`src/rtl/fmap_pkg.sv`:
```
// Shared constants and types for the feature-map write-back block.
package fmap_pkg;

   localparam int unsigned WDP        = 16;
   localparam int unsigned FIFO_DEPTH = 2;
   localparam int unsigned FIFO_CNT_W = $clog2(FIFO_DEPTH + 1);
   localparam int unsigned FIFO_PTR_W = $clog2(FIFO_DEPTH);

   typedef enum logic [1:0] {
      IDLE = 2'd0,
      RUN  = 2'd1,
      DONE = 2'd2
   } state_t;

endpackage

```
`src/rtl/fmap_writer_if.sv`:
```
// Result-beat input, RAM write port and frame status of fmap_writer.
interface fmap_writer_if #(
   parameter int unsigned OUTPUT_NUM = 6,
   parameter int unsigned WDP        = fmap_pkg::WDP
);

   logic                      go;
   logic                      q_en;
   logic [WDP*OUTPUT_NUM-1:0] q;
   logic [15:0]               ab;
   logic [WDP-1:0]            db;
   logic                      cenb;
   logic                      wenb;
   logic                      busy;
   logic                      ready;
   logic                      ovf;

   modport master (
      output go, q_en, q,
      input  ab, db, cenb, wenb, busy, ready, ovf
   );

   modport slave (
      input  go, q_en, q,
      output ab, db, cenb, wenb, busy, ready, ovf
   );

endinterface

```
`src/rtl/fmap_wr_fifo.sv`:
```
// Two-entry beat FIFO; a push into a full FIFO is legal when a pop happens in the same cycle.
module fmap_wr_fifo
   import fmap_pkg::*;
#(
   parameter int unsigned DW = 96
) (
   input  logic                  clk,
   input  logic                  rstn,
   input  logic                  flush,
   input  logic                  push,
   input  logic                  pop,
   input  logic [DW-1:0]         din,
   output logic [DW-1:0]         dout,
   output logic [FIFO_CNT_W-1:0] count
);

   logic [DW-1:0]         mem_q [FIFO_DEPTH];
   logic [DW-1:0]         mem_d [FIFO_DEPTH];
   logic [FIFO_PTR_W-1:0] wr_q, wr_d;
   logic [FIFO_PTR_W-1:0] rd_q, rd_d;
   logic [FIFO_CNT_W-1:0] cnt_q, cnt_d;

   always_comb begin
      mem_d = mem_q;
      wr_d  = wr_q;
      rd_d  = rd_q;
      cnt_d = cnt_q;
      if (flush) begin
         wr_d  = '0;
         rd_d  = '0;
         cnt_d = '0;
      end else begin
         if (push) begin
            mem_d[wr_q] = din;
            wr_d        = wr_q + 1'b1;
         end
         if (pop) begin
            rd_d = rd_q + 1'b1;
         end
         case ({push, pop})
            2'b10:   cnt_d = cnt_q + 1'b1;
            2'b01:   cnt_d = cnt_q - 1'b1;
            default: cnt_d = cnt_q;
         endcase
      end
   end

   always_ff @(posedge clk) begin
      if (!rstn) begin
         for (int i = 0; i < int'(FIFO_DEPTH); i++) mem_q[i] <= '0;
         wr_q  <= '0;
         rd_q  <= '0;
         cnt_q <= '0;
      end else begin
         mem_q <= mem_d;
         wr_q  <= wr_d;
         rd_q  <= rd_d;
         cnt_q <= cnt_d;
      end
   end

   assign dout  = mem_q[rd_q];
   assign count = cnt_q;

endmodule

```
`src/rtl/fmap_writer.sv`:
```
// Serialises result beats into plane-major single-port RAM writes, one lane per cycle.
// Optional FMAP_WR_RELU_EN: lanes with the sign bit set are written as zero.
module fmap_writer #(
   parameter int unsigned OUTPUT_NUM = 6,
   parameter int unsigned OUT_WIDTH  = 28,
   parameter int unsigned OUT_HEIGHT = 28,
   parameter int unsigned WDP        = fmap_pkg::WDP
) (
   input  logic          clk,
   input  logic          rstn,
   fmap_writer_if.slave  bus
);

   import fmap_pkg::*;

   localparam int unsigned BEAT_W = WDP * OUTPUT_NUM;
   localparam int unsigned PLANE  = OUT_WIDTH * OUT_HEIGHT;
   localparam int unsigned LANE_W = (OUTPUT_NUM > 1) ? $clog2(OUTPUT_NUM) : 1;
   localparam int unsigned COL_W  = (OUT_WIDTH > 1) ? $clog2(OUT_WIDTH) : 1;
   localparam int unsigned ROW_W  = (OUT_HEIGHT > 1) ? $clog2(OUT_HEIGHT) : 1;
   localparam int unsigned BASE_W = (PLANE > 1) ? $clog2(PLANE) : 1;
   localparam int unsigned ACC_W  = $clog2(PLANE + 1);

   state_t                state_q, state_d;
   logic [15:0]           ab_q, ab_d;
   logic [WDP-1:0]        db_q, db_d;
   logic                  cenb_q, cenb_d;
   logic                  wenb_q, wenb_d;
   logic                  busy_q, busy_d;
   logic                  ready_q, ready_d;
   logic                  ovf_q, ovf_d;
   logic                  active_q, active_d;
   logic [LANE_W-1:0]     lane_q, lane_d;
   logic [BEAT_W-1:0]     beat_q, beat_d;
   logic [COL_W-1:0]      col_q, col_d;
   logic [ROW_W-1:0]      row_q, row_d;
   logic [BASE_W-1:0]     base_q, base_d;
   logic                  last_q, last_d;
   logic [ACC_W-1:0]      acc_q, acc_d;

   logic                  push, pop, flush, last_lane;
   logic [LANE_W-1:0]     lane_nx;
   logic [BASE_W-1:0]     base_new;
   logic [BEAT_W-1:0]     fifo_head;
   logic [FIFO_CNT_W-1:0] fifo_cnt;

   fmap_wr_fifo #(.DW(BEAT_W)) u_fifo (
      .clk   (clk),
      .rstn  (rstn),
      .flush (flush),
      .push  (push),
      .pop   (pop),
      .din   (bus.q),
      .dout  (fifo_head),
      .count (fifo_cnt)
   );

   // Lane 0 sits in the most-significant WDP bits of a beat.
   function automatic logic [WDP-1:0] lane_val(input logic [BEAT_W-1:0] b,
                                                input logic [LANE_W-1:0] l);
      logic [WDP-1:0] v;
      v = WDP'(b >> ((OUTPUT_NUM - 1 - 32'(l)) * WDP));
`ifdef FMAP_WR_RELU_EN
      if (v[WDP-1]) v = '0;
`endif
      return v;
   endfunction

   function automatic logic [15:0] lane_addr(input logic [LANE_W-1:0] l,
                                             input logic [BASE_W-1:0] b);
      return 16'(32'(l) * PLANE + 32'(b));
   endfunction

   assign last_lane = active_q && (lane_q == LANE_W'(OUTPUT_NUM - 1));
   assign lane_nx   = lane_q + 1'b1;
   assign base_new  = BASE_W'(32'(row_q) * OUT_WIDTH + 32'(col_q));

   always_ff @(posedge clk) begin
      if (!rstn) state_q <= IDLE;
      else       state_q <= state_d;
   end

   always_comb begin
      state_d  = state_q;
      ab_d     = ab_q;
      db_d     = db_q;
      cenb_d   = 1'b1;
      wenb_d   = 1'b1;
      ovf_d    = ovf_q;
      active_d = active_q;
      lane_d   = lane_q;
      beat_d   = beat_q;
      col_d    = col_q;
      row_d    = row_q;
      base_d   = base_q;
      last_d   = last_q;
      acc_d    = acc_q;
      push     = 1'b0;
      pop      = 1'b0;
      flush    = 1'b0;

      case (state_q)
         IDLE: state_d = IDLE;
         RUN: begin
            pop = (fifo_cnt != '0) && (!active_q || last_lane);
            if (bus.q_en) begin
               if ((acc_q < ACC_W'(PLANE)) &&
                   ((fifo_cnt < FIFO_CNT_W'(FIFO_DEPTH)) || pop)) begin
                  push  = 1'b1;
                  acc_d = acc_q + 1'b1;
               end else begin
                  ovf_d = 1'b1;
               end
            end
            if (pop) begin
               beat_d   = fifo_head;
               active_d = 1'b1;
               lane_d   = '0;
               base_d   = base_new;
               last_d   = (row_q == ROW_W'(OUT_HEIGHT - 1)) && (col_q == COL_W'(OUT_WIDTH - 1));
               ab_d     = lane_addr('0, base_new);
               db_d     = lane_val(fifo_head, '0);
               cenb_d   = 1'b0;
               wenb_d   = 1'b0;
               if (col_q == COL_W'(OUT_WIDTH - 1)) begin
                  col_d = '0;
                  row_d = row_q + 1'b1;
               end else begin
                  col_d = col_q + 1'b1;
               end
            end else if (active_q && !last_lane) begin
               lane_d = lane_nx;
               ab_d   = lane_addr(lane_nx, base_q);
               db_d   = lane_val(beat_q, lane_nx);
               cenb_d = 1'b0;
               wenb_d = 1'b0;
            end else if (last_lane) begin
               active_d = 1'b0;
               if (last_q) state_d = DONE;
            end
         end
         DONE:    state_d = IDLE;
         default: state_d = IDLE;
      endcase

      // A restart wins over everything, including a beat in the same cycle.
      if (bus.go) begin
         state_d  = RUN;
         flush    = 1'b1;
         push     = 1'b0;
         pop      = 1'b0;
         ovf_d    = 1'b0;
         acc_d    = '0;
         col_d    = '0;
         row_d    = '0;
         lane_d   = '0;
         active_d = 1'b0;
         last_d   = 1'b0;
         ab_d     = ab_q;
         db_d     = db_q;
         cenb_d   = 1'b1;
         wenb_d   = 1'b1;
      end

      busy_d  = (state_d != IDLE);
      ready_d = (state_d == DONE);
   end

   always_ff @(posedge clk) begin
      if (!rstn) begin
         ab_q     <= '0;
         db_q     <= '0;
         cenb_q   <= 1'b1;
         wenb_q   <= 1'b1;
         busy_q   <= 1'b0;
         ready_q  <= 1'b0;
         ovf_q    <= 1'b0;
         active_q <= 1'b0;
         lane_q   <= '0;
         beat_q   <= '0;
         col_q    <= '0;
         row_q    <= '0;
         base_q   <= '0;
         last_q   <= 1'b0;
         acc_q    <= '0;
      end else begin
         ab_q     <= ab_d;
         db_q     <= db_d;
         cenb_q   <= cenb_d;
         wenb_q   <= wenb_d;
         busy_q   <= busy_d;
         ready_q  <= ready_d;
         ovf_q    <= ovf_d;
         active_q <= active_d;
         lane_q   <= lane_d;
         beat_q   <= beat_d;
         col_q    <= col_d;
         row_q    <= row_d;
         base_q   <= base_d;
         last_q   <= last_d;
         acc_q    <= acc_d;
      end
   end

   assign bus.ab    = ab_q;
   assign bus.db    = db_q;
   assign bus.cenb  = cenb_q;
   assign bus.wenb  = wenb_q;
   assign bus.busy  = busy_q;
   assign bus.ready = ready_q;
   assign bus.ovf   = ovf_q;

endmodule

```
`src/flat_wrapper.sv`:
```
// flat-port wrapper written by rule: the top's interface ports become plain ports
module fmap_writer_flat import fmap_pkg::*;
#(
   parameter int unsigned OUTPUT_NUM = 6,
   parameter int unsigned OUT_WIDTH  = 28,
   parameter int unsigned OUT_HEIGHT = 28,
   parameter int unsigned WDP        = fmap_pkg::WDP
)
  (clk, rstn, bus_go, bus_q_en, bus_q, bus_ab, bus_db, bus_cenb, bus_wenb, bus_busy, bus_ready, bus_ovf);
  fmap_writer_if #(.OUTPUT_NUM(OUTPUT_NUM), .WDP(WDP)) bus_i ();
  input  logic clk;
  input  logic rstn;
  input wire logic [$bits(bus_i.go)-1:0] bus_go;
  input wire logic [$bits(bus_i.q_en)-1:0] bus_q_en;
  input wire logic [$bits(bus_i.q)-1:0] bus_q;
  output wire logic [$bits(bus_i.ab)-1:0] bus_ab;
  output wire logic [$bits(bus_i.db)-1:0] bus_db;
  output wire logic [$bits(bus_i.cenb)-1:0] bus_cenb;
  output wire logic [$bits(bus_i.wenb)-1:0] bus_wenb;
  output wire logic [$bits(bus_i.busy)-1:0] bus_busy;
  output wire logic [$bits(bus_i.ready)-1:0] bus_ready;
  output wire logic [$bits(bus_i.ovf)-1:0] bus_ovf;
  assign bus_i.go = bus_go;
  assign bus_i.q_en = bus_q_en;
  assign bus_i.q = bus_q;
  assign bus_ab = bus_i.ab;
  assign bus_db = bus_i.db;
  assign bus_cenb = bus_i.cenb;
  assign bus_wenb = bus_i.wenb;
  assign bus_busy = bus_i.busy;
  assign bus_ready = bus_i.ready;
  assign bus_ovf = bus_i.ovf;
  fmap_writer #(.OUTPUT_NUM(OUTPUT_NUM), .OUT_WIDTH(OUT_WIDTH), .OUT_HEIGHT(OUT_HEIGHT), .WDP(WDP)) u_core (.clk(clk), .rstn(rstn), .bus(bus_i));
endmodule
```
`config.mk`:
```
export PLATFORM = sky130hd
export DESIGN_NAME = fmap_writer_flat
export DESIGN_NICKNAME = d
export VERILOG_FILES = /design/src/rtl/fmap_pkg.sv /design/src/rtl/fmap_writer_if.sv /design/src/rtl/fmap_wr_fifo.sv /design/src/rtl/fmap_writer.sv /design/src/flat_wrapper.sv
export SDC_FILE = /design/constraint.sdc
export NUM_CORES = 1
export LEC_CHECK = 0
export ABC_AREA = 1
export CORE_MARGIN = 5
export CORE_UTILIZATION = 35
export CTS_BUF_LIST = sky130_fd_sc_hd__clkbuf_16
export CTS_CLUSTER_DIAMETER = 80
export DETAILED_ROUTE_END_ITERATION = 7
export GPL_TIMING_DRIVEN = 1
export PLACE_DENSITY_LB_ADDON = 0.05
export SLEW_MARGIN = 10
export SYNTH_ARGS = -nofsm -noshare
export SYNTH_HDL_FRONTEND = slang
export SYNTH_HIERARCHICAL = 1
export SYNTH_SLANG_ARGS = --single-unit
export TNS_END_PERCENT = 20
```
`constraint.sdc`:
```
create_clock -name clk -period 3.4 [get_ports clk]
set_clock_uncertainty 0.1 [all_clocks]
set_input_delay 0.85 -clock clk [delete_from_list [all_inputs] [get_ports clk]]
set_output_delay 0.85 -clock clk [all_outputs]
set_load 0.02 [all_outputs]
```
# After elaboration in Yosys (flattened, before gate mapping)
# Index checks and enable logic that the tools add are counted.
# classes
order_cmp	5
n_shift	1
multipliers	2
muxes	32
eq_ne	8
n_addsub	11
bitwise	7
n_reduce_logical	26
# ops
operator	n
$mux 96	4
$bwmux 192	1
$demux 96 s1	1
$shr 96x32->16	1
$mux 16	4
$reduce_and 3->1	5
$add 13x10->14	1
$mux 1	12
$mux 2	6
$add 10x1->10 const B	1
$add 10x5->10	1
$add 5x1->5 const B	2
$eq 5x5->1 const B	2
$lt 10x10->1 const B	1
$reduce_bool 2->1	5
$mul 3x6->9 const B	1
$mul 5x3->8 const B	1
$logic_and 1x1->1	6
$mux 3	2
$reduce_and 2->1	3
$mux 5	1
$not 1->1	5
$eq 2x1->1 const B	2
$eq 2x2->1 const B	2
16 further kinds	22
# totals
word_cells	112
reg_bits	365
output_inout_bits	37
in_bits	100

# Logic depth before layout (Yosys ltp)
# logic_depth
ltp_word	12
ltp_mapped	17
depth_no_buf	15

# Modules after synthesis
# The synthesis kept the hierarchy.
# by_module_without_submodules
module	seq_area_each_um2	cells_each	n_inst	area_each_um2
fmap_writer	3343.2	1113	1	8132.8
fmap_wr_fifo	3923.8	980	1	8027.7

# Least setup slack after synthesis
# Ideal clock, no wire load.
# synth_path
kind	register -> register
startpoint	register u_core.lane_q[0]
endpoint	register u_core.ab_q[12] (netlist: u_core/bus.ab[12])
stages_incl_launch_ff	17
arrival_ns	2.884
path_slack_ns	0.284
t_required_ns	3.168
period_less_slack_ns	3.116
path_cell_list	dfxtp_1 -> buf_2 -> clkinv_1 -> buf_2 -> ha_1 -> inv_1 -> clkbuf_1 -> ha_1 -> ha_1 -> ha_1 -> nand2_1 -> nor2_1 -> nand3_1 -> nand2_1 -> o21ai_0 -> nand3_1 -> a21oi_1
# synth_via
elab_chain_len	6
elab_cells_between_ends	13
# synth_rtl
item	line_no	source
start, declared	fmap_writer.sv:33	logic [LANE_W-1:0] lane_q, lane_d;
start signal, assigned	fmap_writer.sv:195	lane_q <= lane_d;
parallel branches: the longest is 6 deep, another holds $add 13x10->14	n/a	
end signal, assigned	fmap_writer.sv:171	ab_q <= '0;
end signal, assigned	fmap_writer.sv:187	ab_q <= ab_d;
end, declared	fmap_writer.sv:25	logic [15:0] ab_q, ab_d;
# Several ways; the timed one is not identified. The select of a mux whose other input is x is not followed.
# A chain may end at the register's enable or synchronous reset.

# Worst setup path in the final report
# layout_path
startpoint	register u_core.row_q[2]
endpoint	register u_core.base_q[8]
# layout_via
elab_chain_len	2
# layout_rtl
item	line_no	source
start, declared	fmap_writer.sv:36	logic [ROW_W-1:0] row_q, row_d;
start signal, assigned	fmap_writer.sv:198	row_q <= row_d;
$mul 5x3->8	fmap_writer.sv:76	assign base_new = BASE_W'(32'(row_q) * OUT_WIDTH + 32'(col_q));
$add 10x5->10	fmap_writer.sv:76	
end signal, assigned	fmap_writer.sv:199	base_q <= base_d;
end, declared	fmap_writer.sv:37	logic [BASE_W-1:0] base_q, base_d;
# No other way between the ends.

==> qor.csv <==
metric,value,unit
DRC,0,
CP Capture Point,u_core/base_q[8]$_SDFFE_PN0P_,
Reg-to-Reg End,u_core/base_q[8]$_SDFFE_PN0P_,
Async SR Flop Fraction,0,%
H-tree depth,2,
Cell variety after synth,44,
Seq cells post-synth,363,
TNS Setup,0,ps
GRT Resource Usage Total,19.39,%
xor and xnor area share after synthesis,0.8129,%
setup bufs post-CTS,0,
max_cap viols,0,
largest family of logic cells by synthesized area,simple AND/OR/NAND/NOR gates,
initial antenna violation count,0,
"Seq/Total Area, Yosys",44.97,%
number of CTS-inserted buffers,44,
critical path's largest stage delay,530,ps
Syn Inst Count,2093,
status,finished clean,
# IOs,137,
min-delay worst type,flip-flop to flip-flop,
post-synthesis average cell area,7.721,µm²
RSZ-0062 raised after global routing,no,
Post-DP Area,0.01793,mm²
final setup vio count,0,
clk buf depth,3,
pin count of the biggest net entering global routing,97,
simple-gate share of the synthesized area,22.31,%
Rows,78,
DR iter-0 viols,858,
FF-to-FF Start,u_core/row_q[2]$_SDFFE_PP0P_,
Worst Path Buf+Inv,4,
Starting Density,35.46,%
headroom to the max-slew limit,53.09,%
CP required,3760,ps
layout net count,2294,
CP top delay family,adder cells,
Worst-Margin Slew,703.6,ps
peak supply drop,0.0003388,V
WL final,50030,µm
cell mode on critical path,nand2_1,
final core occ,42.32,%
Worst Path Max Fanout,7,
Final period util,79.45,%
DR pass1 iterations,5,
"critical path, cell by cell","fa_1, ha_1, inv_1, fa_1, inv_1, nand2_1, nor2_1, nand3_1, inv_1, nand2_1, nand2_1, nand2_1, nand2_1, inv_1",
"Slew Viols, Final",0,
hold slack,345.5,ps
Critical Path Sink Type,flip-flop,
post-synthesis instance area,0.01616,mm²
crit path DAT,3060,ps
# diodes,0,
Fmax,370.2,MHz
hold buffers post-CTS,0,
compound-gate portion of the synthesized area,15.93,%
multiplexer share of the synthesized area,6.689,%
die height,224.9,µm
Worst Reg-to-Reg Cells,14,
synth-to-layout area growth,19.36,%
GPL Wtd Cong,0.8070,
placed cells,2712,
layout cell share with drive strength beyond 1,10.59,%
Die Wd,224.9,µm
CP max stage cell,dfxtp_1,
crit path kind,flip-flop to flip-flop,
prevailing post-synth register cell,dfxtp_1,
number of routed nets with antenna violations,0,
synth warn,6,
die area,0.05057,mm²
PortBufs,134,
worst skew pair latency,570,ps
first-pass GRT wire length,79380,µm
PwrDens,477.5,mW/mm²
core box area,0.04558,mm²
minimum clock period,2701,ps
number of global-route vias before repair,13891,
leakage,7.521,nW
clock sinks,363,
via count,14035,
element type at the critical path start,flip-flop,
CTS tree,yes,
CTS root buf,clkbuf_16,
GRT Residual Overflow,0,
Adder-Cell Fraction of Synth Area,3.112,%
FF-to-FF setup slack,700,ps
PostCTS Resize Cnt,0,
post-route cell area,0.01929,mm²
fin cells,2791,
dpl hpwl,31620,µm
number of synthesized flops with an enable pin,0,
final hold violation count,0,
"Clk pin slew, worst setup/hold paths",50,ps
crit path from,u_core/row_q[2]$_SDFFE_PP0P_,
wire per inst,17.93,µm
via/cell ratio,5.029,
critical path depth in cells,14,
==> where the power goes <==
group / switching, W / internal (W)
logic: 0.000263 / 0.000189
registers: 0.0000199 / 0.00429
clock network: 0.00186 / 0.00259
total: 0.00215 / 0.00707
==> cell usage in the layout (no fill, tap or decap), types with 29 or more instances in the layout <==
master           netlist  layout
a21oi_1              188     188
clkbuf_16              0      46
clkdlybuf4s50_1        0     133
dfxtp_1              363     362
ha_1                  29      29
inv_1                 65      72
mux2_2                96      96
nand2_1              254     254
nand3_1              148     148
nor2_1               409     409
o211ai_1              31      31
o21ai_0              215     215
o21ai_1               43      43
==> cell families after synthesis <==
family,after synthesis
AND/OR/NAND/NOR,862
adder cells (fa/ha/maj),36
AO/OA/AOI/OAI,492
other,1
flip-flops,363
XOR/XNOR,15
buffers and inverters,228
multiplexers,96
==> sequential cells by signal, summed over array words and instances (netlist names), 3 cells and up <==
register,count
u_core/base_q,10
u_core/acc_q,10
u_core/row_q,5
u_core/u_fifo/mem_q,192
u_core/col_q,5
u_core/bus.ab,14
u_core/lane_q,3
u_core/beat_q,96
u_core/bus.db,16
==> worst register-to-register path, delay by kind of cell (launching register included) <==
| kind | cells | cell delay [ps] |
|---|---|---|
| adder cells (fa/ha/maj) | 3 | 1130 |
| flip-flops | 1 | 530 |
| buffers and inverters | 4 | 270 |
| AND/OR/NAND/NOR | 7 | 560 |
==> per-layer routing <==
metal,vias to the layer above,GRT usage [%],share of wire (%)
li1,7101,-,-
met1,6602,26.83,47
met4,0,3.929,1.7
met5,-,0,0
met3,62,3.419,4.4
met2,270,32.02,47
==> cell type report <==
type	instances	area, µm²
fillers	4650	26290
clock buffers	46	1151
flip-flops and latches	363	7271
inverters	80	302.8
repair buffers	166	1704
multi-input cells	1503	7903
clock inverters	33	207.7
well taps	600	750.7
==> cell usage after synthesis, types with 4 or more instances <==
library cell	n	area, µm²
dfxtp_1	363	7267
o21ai_0	215	1076
nor2_1	409	1535
fa_1	7	140.1
buf_1	8	30.03
mux2_2	96	1081
a21oi_1	188	940.9
o21ai_1	43	215.2
clkinv_1	5	18.77
nor2_2	5	31.28
nand2_1	254	953.4
o211ai_1	31	232.7
ha_1	29	362.9
xor2_1	12	105.1
a31oi_1	6	37.54
or2_2	14	87.58
nand2_2	4	25.02
nand4_1	6	37.54
inv_1	65	244.0
nor3_1	8	40.04
buf_2	57	285.3
buf_4	13	97.59
inv_2	9	33.78
nor2_4	4	45.04
clkbuf_1	67	251.5
nand3_1	148	740.7
==> how the worst min path moves through the flow <==
stage                                                 end  depth (start not counted)  slack (ps)                                   from
finish                     u_core/beat_q[73]$_SDFFE_PN0P_                          2         350         u_core/beat_q[73]$_SDFFE_PN0P_
global route        u_core/u_fifo/mem_q[114]$_SDFFE_PN0P_                          2         370  u_core/u_fifo/mem_q[114]$_SDFFE_PN0P_
CTS                        u_core/beat_q[73]$_SDFFE_PN0P_                          2         350         u_core/beat_q[73]$_SDFFE_PN0P_
detailed placement         u_core/beat_q[73]$_SDFFE_PN0P_                          2         340         u_core/beat_q[73]$_SDFFE_PN0P_
global placement           u_core/beat_q[73]$_SDFFE_PN0P_                          2         340         u_core/beat_q[73]$_SDFFE_PN0P_
floorplan                  u_core/beat_q[73]$_SDFFE_PN0P_                          2         320         u_core/beat_q[73]$_SDFFE_PN0P_
==> metrics by stage <==
stage                     power [W]  setup slack (ps)
after floorplan            0.004609             283.7
after global placement     0.004861             470.9
after detailed placement   0.004863             438.6
after CTS                  0.009370             651.6
after global routing       0.009579             441.3
final                      0.009211             698.6
Note: power is estimated with default switching activity, not from simulation.
